### src/rtl/cache_pkg.sv
// Shared types and constants for the L1 memory-side sequencer.
// Line geometry, FSM states, owner encoding and address helpers.
package cache_pkg;

  localparam int WPL    = 8;
  localparam int IDX_W  = $clog2(WPL);
  localparam int ADDR_W = 32;
  localparam int DATA_W = 32;
  localparam int LINE_W = WPL * DATA_W;

  typedef enum logic [1:0] {
    IDLE,
    WB,
    FILL,
    DONE
  } state_e;

  typedef enum logic {
    OWN_DC,
    OWN_IC
  } owner_e;

  function automatic logic [ADDR_W-1:0] line_base(
    input logic [ADDR_W-1:0] addr
  );
    line_base = {addr[ADDR_W-1:IDX_W], {IDX_W{1'b0}}};
  endfunction

endpackage

### src/rtl/cache_mem_sequencer_if.sv
// External 32-bit memory port: one beat per Req/Ack handshake.
// The sequencer is master; the memory model or controller is slave.
interface cache_mem_sequencer_if;
  import cache_pkg::*;

  logic              Mem_Req;
  logic              Mem_RW;
  logic [ADDR_W-1:0] Mem_Addr;
  logic [DATA_W-1:0] Mem_WData;
  logic              Mem_Ack;
  logic [DATA_W-1:0] Mem_RData;

  modport master (
    output Mem_Req,
    output Mem_RW,
    output Mem_Addr,
    output Mem_WData,
    input  Mem_Ack,
    input  Mem_RData
  );

  modport slave (
    input  Mem_Req,
    input  Mem_RW,
    input  Mem_Addr,
    input  Mem_WData,
    output Mem_Ack,
    output Mem_RData
  );

endinterface

### src/rtl/mem_burst_counter.sv
// Beat counter for one line burst: word index = start + beats done,
// wrapping inside the line; flags the first and the last beat.
module mem_burst_counter
  import cache_pkg::*;
(
  input  logic             Clk,
  input  logic             Rst,
  input  logic             load_i,
  input  logic [IDX_W-1:0] start_i,
  input  logic             adv_i,
  output logic [IDX_W-1:0] idx_o,
  output logic [IDX_W-1:0] idx_nxt_o,
  output logic             first_o,
  output logic             last_o
);

  logic [IDX_W-1:0] start_q;
  logic [IDX_W-1:0] cnt_q;

  // Latch the start word at grant, then count acknowledged beats.
  always_ff @(posedge Clk) begin
    if (Rst) begin
      start_q <= '0;
      cnt_q   <= '0;
    end else if (load_i) begin
      start_q <= start_i;
      cnt_q   <= '0;
    end else if (adv_i) begin
      cnt_q   <= cnt_q + IDX_W'(1);
    end
  end

  assign idx_o     = start_q + cnt_q;
  assign idx_nxt_o = start_q + cnt_q + IDX_W'(1);
  assign first_o   = (cnt_q == '0);
  assign last_o    = (cnt_q == {IDX_W{1'b1}});

endmodule

### src/rtl/cache_mem_sequencer.sv
// Memory-side controller for the L1 caches: arbitrates DCache writebacks
// and D/I line fills onto one memory port as 8-beat critical-word bursts.
module cache_mem_sequencer
  import cache_pkg::*;
(
  input  logic              Clk,
  input  logic              Rst,
  input  logic              DC_LW_Enable,
  input  logic [ADDR_W-1:0] DC_WB_Addr,
  input  logic [LINE_W-1:0] DC_LW_Data,
  output logic              DC_LW_Completed,
  input  logic              DC_LB_Enable,
  input  logic [ADDR_W-1:0] DC_MissAddr,
  output logic              DC_LB_Completed,
  output logic              DC_LB_FirstWord,
  input  logic              IC_LB_Enable,
  input  logic [ADDR_W-1:0] IC_MissAddr,
  output logic              IC_LB_Completed,
  output logic              IC_LB_FirstWord,
  output logic [LINE_W-1:0] LB_LineData,
  output logic [ADDR_W-1:0] LB_LineAddr,
  cache_mem_sequencer_if.master mem
);

  state_e                        state_q;
  owner_e                        own_q;
  owner_e                        rr_q;
  logic                          abort_q;
  logic [ADDR_W-IDX_W-1:0]       base_q;
  logic [WPL-1:0][DATA_W-1:0]    wb_q;
  logic [WPL-1:0][DATA_W-1:0]    lb_q;
  logic [ADDR_W-1:0]             lb_addr_q;
  logic                          req_q;
  logic                          rw_q;
  logic [ADDR_W-1:0]             addr_q;
  logic [DATA_W-1:0]             wdata_q;
  logic                          dc_lw_done_q;
  logic                          dc_lb_done_q;
  logic                          dc_fw_q;
  logic                          ic_lb_done_q;
  logic                          ic_fw_q;

  logic                          g_wb;
  logic                          g_dc;
  logic                          g_ic;
  logic                          load;
  logic [ADDR_W-1:0]             miss;
  logic [IDX_W-1:0]              start_idx;
  logic                          ack;
  logic                          adv;
  logic                          own_en;
  logic                          live;
  logic [IDX_W-1:0]              idx;
  logic [IDX_W-1:0]              idx_nxt;
  logic                          first;
  logic                          last;
  logic [ADDR_W-1:0]             wb_base;

  // A stray Ack with no outstanding request must not move the burst.
  assign ack  = mem.Mem_Ack & req_q;
  assign adv  = ack & ((state_q == WB) | (state_q == FILL));
  assign live = own_en & ~abort_q;
  assign load = g_wb | g_dc | g_ic;

  assign wb_base = line_base(DC_WB_Addr);

  // Arbitration in IDLE: writeback first, then round-robin between fills.
  always_comb begin
    g_wb      = 1'b0;
    g_dc      = 1'b0;
    g_ic      = 1'b0;
    miss      = DC_MissAddr;
    start_idx = '0;
    if (state_q == IDLE) begin
      g_wb = DC_LW_Enable;
      g_dc = ~DC_LW_Enable & DC_LB_Enable &
             (~IC_LB_Enable | (rr_q == OWN_DC));
      g_ic = ~DC_LW_Enable & IC_LB_Enable &
             (~DC_LB_Enable | (rr_q == OWN_IC));
    end
    if (g_ic) begin
      miss = IC_MissAddr;
    end
    if (!g_wb) begin
      start_idx = miss[IDX_W-1:0];
    end
  end

  // The requester currently owning the port must keep its Enable high.
  always_comb begin
    own_en = 1'b0;
    unique case (state_q)
      WB:      own_en = DC_LW_Enable;
      FILL:    own_en = (own_q == OWN_DC) ? DC_LB_Enable
                                          : IC_LB_Enable;
      default: own_en = 1'b0;
    endcase
  end

  mem_burst_counter u_cnt (
    .Clk       (Clk),
    .Rst       (Rst),
    .load_i    (load),
    .start_i   (start_idx),
    .adv_i     (adv),
    .idx_o     (idx),
    .idx_nxt_o (idx_nxt),
    .first_o   (first),
    .last_o    (last)
  );

  // Sequencer FSM with registered memory-port and handshake outputs.
  always_ff @(posedge Clk) begin
    if (Rst) begin
      state_q      <= IDLE;
      own_q        <= OWN_DC;
      rr_q         <= OWN_DC;
      abort_q      <= 1'b0;
      base_q       <= '0;
      wb_q         <= '0;
      lb_q         <= '0;
      lb_addr_q    <= '0;
      req_q        <= 1'b0;
      rw_q         <= 1'b0;
      addr_q       <= '0;
      wdata_q      <= '0;
      dc_lw_done_q <= 1'b0;
      dc_lb_done_q <= 1'b0;
      dc_fw_q      <= 1'b0;
      ic_lb_done_q <= 1'b0;
      ic_fw_q      <= 1'b0;
    end else begin
      dc_lw_done_q <= 1'b0;
      dc_lb_done_q <= 1'b0;
      dc_fw_q      <= 1'b0;
      ic_lb_done_q <= 1'b0;
      ic_fw_q      <= 1'b0;
      unique case (state_q)
        IDLE: begin
          if (g_wb) begin
            state_q <= WB;
            own_q   <= OWN_DC;
            abort_q <= 1'b0;
            base_q  <= wb_base[ADDR_W-1:IDX_W];
            wb_q    <= DC_LW_Data;
            req_q   <= 1'b1;
            rw_q    <= 1'b1;
            addr_q  <= wb_base;
            wdata_q <= DC_LW_Data[DATA_W-1:0];
          end else if (g_dc || g_ic) begin
            state_q   <= FILL;
            own_q     <= g_dc ? OWN_DC : OWN_IC;
            rr_q      <= g_dc ? OWN_IC : OWN_DC;
            abort_q   <= 1'b0;
            base_q    <= miss[ADDR_W-1:IDX_W];
            lb_addr_q <= line_base(miss);
            req_q     <= 1'b1;
            rw_q      <= 1'b0;
            addr_q    <= miss;
            wdata_q   <= '0;
          end
        end
        WB, FILL: begin
          if (!own_en) begin
            abort_q <= 1'b1;
          end
          if (ack) begin
            if (state_q == FILL) begin
              lb_q[idx] <= mem.Mem_RData;
              if (first && live) begin
                if (own_q == OWN_DC) dc_fw_q <= 1'b1;
                else                 ic_fw_q <= 1'b1;
              end
            end
            if (last) begin
              state_q <= DONE;
              req_q   <= 1'b0;
              wdata_q <= '0;
              if (live) begin
                if (state_q == WB)        dc_lw_done_q <= 1'b1;
                else if (own_q == OWN_DC) dc_lb_done_q <= 1'b1;
                else                      ic_lb_done_q <= 1'b1;
              end
            end else begin
              addr_q  <= {base_q, idx_nxt};
              wdata_q <= (state_q == WB) ? wb_q[idx_nxt] : '0;
            end
          end
        end
        DONE: begin
          state_q <= IDLE;
        end
        default: begin
          state_q <= IDLE;
        end
      endcase
    end
  end

  assign DC_LW_Completed = dc_lw_done_q;
  assign DC_LB_Completed = dc_lb_done_q;
  assign DC_LB_FirstWord = dc_fw_q;
  assign IC_LB_Completed = ic_lb_done_q;
  assign IC_LB_FirstWord = ic_fw_q;
  assign LB_LineData     = lb_q;
  assign LB_LineAddr     = lb_addr_q;

  assign mem.Mem_Req   = req_q;
  assign mem.Mem_RW    = rw_q;
  assign mem.Mem_Addr  = addr_q;
  assign mem.Mem_WData = wdata_q;

endmodule

### src/flat_wrapper.sv
// flat-port wrapper written by rule: the top's interface ports become plain ports
module cache_mem_sequencer_flat import cache_pkg::*;
  (Clk, Rst, DC_LW_Enable, DC_WB_Addr, DC_LW_Data, DC_LW_Completed, DC_LB_Enable, DC_MissAddr, DC_LB_Completed, DC_LB_FirstWord, IC_LB_Enable, IC_MissAddr, IC_LB_Completed, IC_LB_FirstWord, LB_LineData, LB_LineAddr, mem_Mem_Req, mem_Mem_RW, mem_Mem_Addr, mem_Mem_WData, mem_Mem_Ack, mem_Mem_RData);
  cache_mem_sequencer_if mem_i ();
  input  logic Clk;
  input  logic Rst;
  input  logic DC_LW_Enable;
  input  logic [ADDR_W-1:0] DC_WB_Addr;
  input  logic [LINE_W-1:0] DC_LW_Data;
  output logic DC_LW_Completed;
  input  logic DC_LB_Enable;
  input  logic [ADDR_W-1:0] DC_MissAddr;
  output logic DC_LB_Completed;
  output logic DC_LB_FirstWord;
  input  logic IC_LB_Enable;
  input  logic [ADDR_W-1:0] IC_MissAddr;
  output logic IC_LB_Completed;
  output logic IC_LB_FirstWord;
  output logic [LINE_W-1:0] LB_LineData;
  output logic [ADDR_W-1:0] LB_LineAddr;
  output wire logic [$bits(mem_i.Mem_Req)-1:0] mem_Mem_Req;
  output wire logic [$bits(mem_i.Mem_RW)-1:0] mem_Mem_RW;
  output wire logic [$bits(mem_i.Mem_Addr)-1:0] mem_Mem_Addr;
  output wire logic [$bits(mem_i.Mem_WData)-1:0] mem_Mem_WData;
  input wire logic [$bits(mem_i.Mem_Ack)-1:0] mem_Mem_Ack;
  input wire logic [$bits(mem_i.Mem_RData)-1:0] mem_Mem_RData;
  assign mem_Mem_Req = mem_i.Mem_Req;
  assign mem_Mem_RW = mem_i.Mem_RW;
  assign mem_Mem_Addr = mem_i.Mem_Addr;
  assign mem_Mem_WData = mem_i.Mem_WData;
  assign mem_i.Mem_Ack = mem_Mem_Ack;
  assign mem_i.Mem_RData = mem_Mem_RData;
  cache_mem_sequencer u_core (.Clk(Clk), .Rst(Rst), .DC_LW_Enable(DC_LW_Enable), .DC_WB_Addr(DC_WB_Addr), .DC_LW_Data(DC_LW_Data), .DC_LW_Completed(DC_LW_Completed), .DC_LB_Enable(DC_LB_Enable), .DC_MissAddr(DC_MissAddr), .DC_LB_Completed(DC_LB_Completed), .DC_LB_FirstWord(DC_LB_FirstWord), .IC_LB_Enable(IC_LB_Enable), .IC_MissAddr(IC_MissAddr), .IC_LB_Completed(IC_LB_Completed), .IC_LB_FirstWord(IC_LB_FirstWord), .LB_LineData(LB_LineData), .LB_LineAddr(LB_LineAddr), .mem(mem_i));
endmodule
### config.mk
export PLATFORM = sky130hd
export DESIGN_NAME = cache_mem_sequencer_flat
export DESIGN_NICKNAME = d
export VERILOG_FILES = /design/src/rtl/cache_pkg.sv /design/src/rtl/cache_mem_sequencer_if.sv /design/src/rtl/mem_burst_counter.sv /design/src/rtl/cache_mem_sequencer.sv /design/src/flat_wrapper.sv
export SDC_FILE = /design/constraint.sdc
export NUM_CORES = 2
export LEC_CHECK = 0
export BUFFER_PORTS_ARGS = -buffer_cell sky130_fd_sc_hd__buf_2
export CORE_AREA = 4 4 288 290
export DETAILED_ROUTE_END_ITERATION = 8
export DIE_AREA = 0 0 292 294
export PLACE_DENSITY_LB_ADDON = 0.2
export SKIP_CTS_REPAIR_TIMING = 1
export SLEW_MARGIN = 15
export SYNTH_ARGS = -nofsm -noshare
export SYNTH_HDL_FRONTEND = slang
export SYNTH_SLANG_ARGS = --single-unit
### constraint.sdc
create_clock -name Clk -period 5.1 [get_ports Clk]
set_input_delay 0.765 -clock Clk [delete_from_list [all_inputs] [get_ports Clk]]
set_output_delay 0.765 -clock Clk [all_outputs]
set_load 0.02 [all_outputs]
==> summary.md <==
| Metric | Value |
|---|---|
| Status | complete, no violations |
| Routed Antenna Nets | 0 |
| Max cap viols | 0 |
| Worst-Skew Late Latency | 0.63 ns |
| Die Span Y | 294 µm |
| Row count | 104 |
| H-Tree Depth | 3 |
| Clock sink count | 652 |
| Worst Path Arrival | 4.47 ns |
| Die Wd | 292 µm |
| Setup violators final | 0 |
| Least-Margin Pin Slew | 1.18 ns |
| Worst Hold Path EP | u_core.wb_q[52] |
| Number of synthesis warnings | 0 |
| Setup crit start kind | register |
| Flop2flop setup slack | 1.08 ns |
| Int Pwr | 10.7 mW |
| Max Freq | 249 MHz |
| Tmin final | 4.02 ns |
| CTS root buf | clkbuf_16 |
| Routability Congestion | 0.814 |
| Required @ worst endpoint | 5.56 ns |
| Hpwl dp | 69200 µm |
| Die area | 0.0858 mm² |
| Fin nets | 4094 |
| Largest net degree at the start of global routing | 206 |
| Clock Skews | 0.0413 ns |
| Post-DR wirelength/cell | 20.7 µm |
| Drt pass-1 iters | 5 |
| Vias in the first global route | 22470 |
| Vias post-DR | 23811 |
| Initial Util | 32.6% |
| Area growth, synth to finish | 26.5% |
| Worst hold path class | in -> reg |
| Hold slack | 0.378 ns |
| Library cells used by synthesis | 52 |
| Max-slew violation total from the final report | 0 |
| FF-to-FF End | u_core.mem.Mem_WData[30] |
| TritonCTS Buffers | 74 |
| RSZ-0062 raised after global routing | false |
| Pwr Density | 492 mW/mm² |
| Synthesized area per cell | 8.39 µm² |
| Core ar. | 0.0803 mm² |
| Hold path startpoint | DC_LW_Data[52] |
| Share of cells above drive strength 1 | 28.0% |
| Worst-path clk slew | 0.06 ns |
| Register area share after synthesis | 49.8% |
| Switching Fraction | 34.5% |
| Clock Power Share | 33.1% |
| Leak pwr | 13.6 nW |
| 1st-iter DRT viols | 1580 |
| Cells on worst reg2reg path | 10 |
| Seq cells post-synth | 652 |
| Initial antenna violation count | 27 |
| Power Total | 16.3 mW |
| Wirelength, routed | 99900 µm |
| Asr flop ratio synth | 0% |
| TNS Setup | 0 ns |
| Gr usage total | 22.0% |
| Peak VDD IR | 0.247 mV |
| Sw Pwr | 5.63 mW |
| Crit. End Element | register |
| Clk buf depth | 3 |
| Total gr overflow | 0 |
| Endpoints failing hold | 0 |
| Crit Path Category | reg -> reg |
| Post-synth top area cell | dfxtp_1 |
| Reg2reg start | u_core.u_cnt.cnt_q[0] |
| Post-place setup slack | 1.01 ns |
| Crit path max fanout | 29 |
| Number of flops mapped to enable cells by yosys | 0 |
| Reg power frac | 37.2% |
| Period utilization | 78.8% |
| Most common cell after layout, fill and taps aside | nand2_1 |
| Mapped cell area | 0.0262 mm² |
| First-pass GRT wire length | 146000 µm |
| Max-Slew Margin vs Limit | 21.3% |
| WHS Path Cells | 3 |
| Ys flop type | dfxtp_1 |
| DRC violations left | 0 |
| CTS tree | done |
| IO Count | 749 |
| Combinational fraction of design power | 29.7% |
| DR vias/cell | 4.94 |
| Synth top area share | 49.8% |
| IO Port Bufs | 742 |
| Synth top area cells | dfxtp_1 50%, nand2_1 16%, a21oi_1 11% |
| Post-Syn Instances | 3122 |
| Commonest cells after routing, fill and taps aside | 1095 x nand2_1, 741 x buf_2, 652 x dfxtp_1, 550 x a21oi_1, 128 x nor2_1 |
| Final worst setup slack | 1.08 ns |
stage by stage:
stage | area [µm²] | instances | util, %
detailed placement | 30600 | 4677 | 38.1
global route | 33100 | 4812 | 41.2
global placement | 30600 | 4677 | 38.1
CTS | 33100 | 4809 | 41.2
finish | 33100 | 4823 | 41.3
floorplan | 26200 | 3124 | -
logic make-up after synthesis:
family | synth area share, %
other cells | 0.0143
fa+ha+maj | 0.554
compound gates | 16.6
xor+xnor | 0.258
flops | 49.8
buf+inv | 4.79
mux | 8.71
simple gates | 19.3
sequential cells by signal (all words and copies together) (netlist names), 2 cells and up:
signal / cells
u_core.LB_LineData: 256
u_core.wb_q: 256
u_core.mem.Mem_Addr: 32
u_core.mem.Mem_WData: 32
u_core.LB_LineAddr: 29
u_core.base_q: 29
u_core.u_cnt.cnt_q: 3
u_core.u_cnt.start_q: 3
u_core.state_q: 2
area by class of cell:
type / count / area (µm²)
Fill cell: 8304 / 47100
Sequential cell: 652 / 13100
Multi-Input combinational cell: 2171 / 12000
Timing Repair Buffer: 784 / 4150
Clock buffer: 115 / 2260
Tap cell: 1060 / 1330
Clock inverter: 17 / 249
Inverter: 10 / 37.5
Antenna cell: 14 / 35.0
cells in the mapped netlist (3+ instances only):
| library cell | count |
|---|---|
| a311oi_1 | 29 |
| a211oi_1 | 30 |
| a211o_1 | 58 |
| buf_6 | 6 |
| buf_1 | 14 |
| mux4_2 | 64 |
| buf_4 | 3 |
| nand2_1 | 1097 |
| or3_1 | 3 |
| nor2_1 | 131 |
| a21oi_1 | 550 |
| o21ai_0 | 3 |
| dfxtp_1 | 652 |
| and2_1 | 4 |
| mux2_2 | 4 |
| buf_2 | 55 |
| mux2i_1 | 36 |
| o311a_1 | 3 |
| mux2_4 | 29 |
| clkbuf_1 | 213 |
| nand3_1 | 8 |
| inv_1 | 10 |
| nor3_1 | 43 |
| a221oi_1 | 4 |
| ha_1 | 10 |
| a221oi_2 | 29 |
worst max-delay path by stage:
stage	end	cells past startpoint	start
2_1_floorplan	u_core.mem.Mem_WData[0]	11	u_core.u_cnt.cnt_q[0]
6_report	u_core.mem.Mem_WData[30]	10	u_core.u_cnt.cnt_q[0]
5_1_grt	u_core.mem.Mem_WData[28]	10	u_core.u_cnt.cnt_q[0]
3_5_place_dp	u_core.mem.Mem_WData[27]	10	u_core.u_cnt.cnt_q[0]
3_3_place_gp	u_core.mem.Mem_WData[30]	10	u_core.u_cnt.cnt_q[0]
4_1_cts	u_core.mem.Mem_WData[30]	10	u_core.u_cnt.cnt_q[0]
power groups by stage:
stage               combinational, mW  clock [mW]  sequential (mW)
floorplan                        3.17           0             6.33
global placement                 4.88           0             6.18
detailed placement               4.89           0             6.19
CTS                              4.90        5.56             6.08
global route                     5.35        5.77             6.14
finish                           4.84        5.40             6.07
critical path, stage by stage (launching register included):
cell and delay (ns):
dfxtp_1 0.39, ha_4 0.15, inv_1 0.05, fa_1 0.80, inv_1 0.24, ha_4 0.76
buf_12 0.27, mux4_2 0.58, mux2_4 0.29, a221oi_2 0.22, nor3_1 0.08
layer usage:
layer | track usage [%] | wire length (µm) | share of wire, %
met2 | 35.8 | 46700 | 47
met5 | 0 | 130 | 0.13
met3 | 5.67 | 7340 | 7.3
met4 | 8.68 | 3850 | 3.9
met1 | 27.9 | 41900 | 42
No activity file was read; power rests on OpenSTA's default activity.
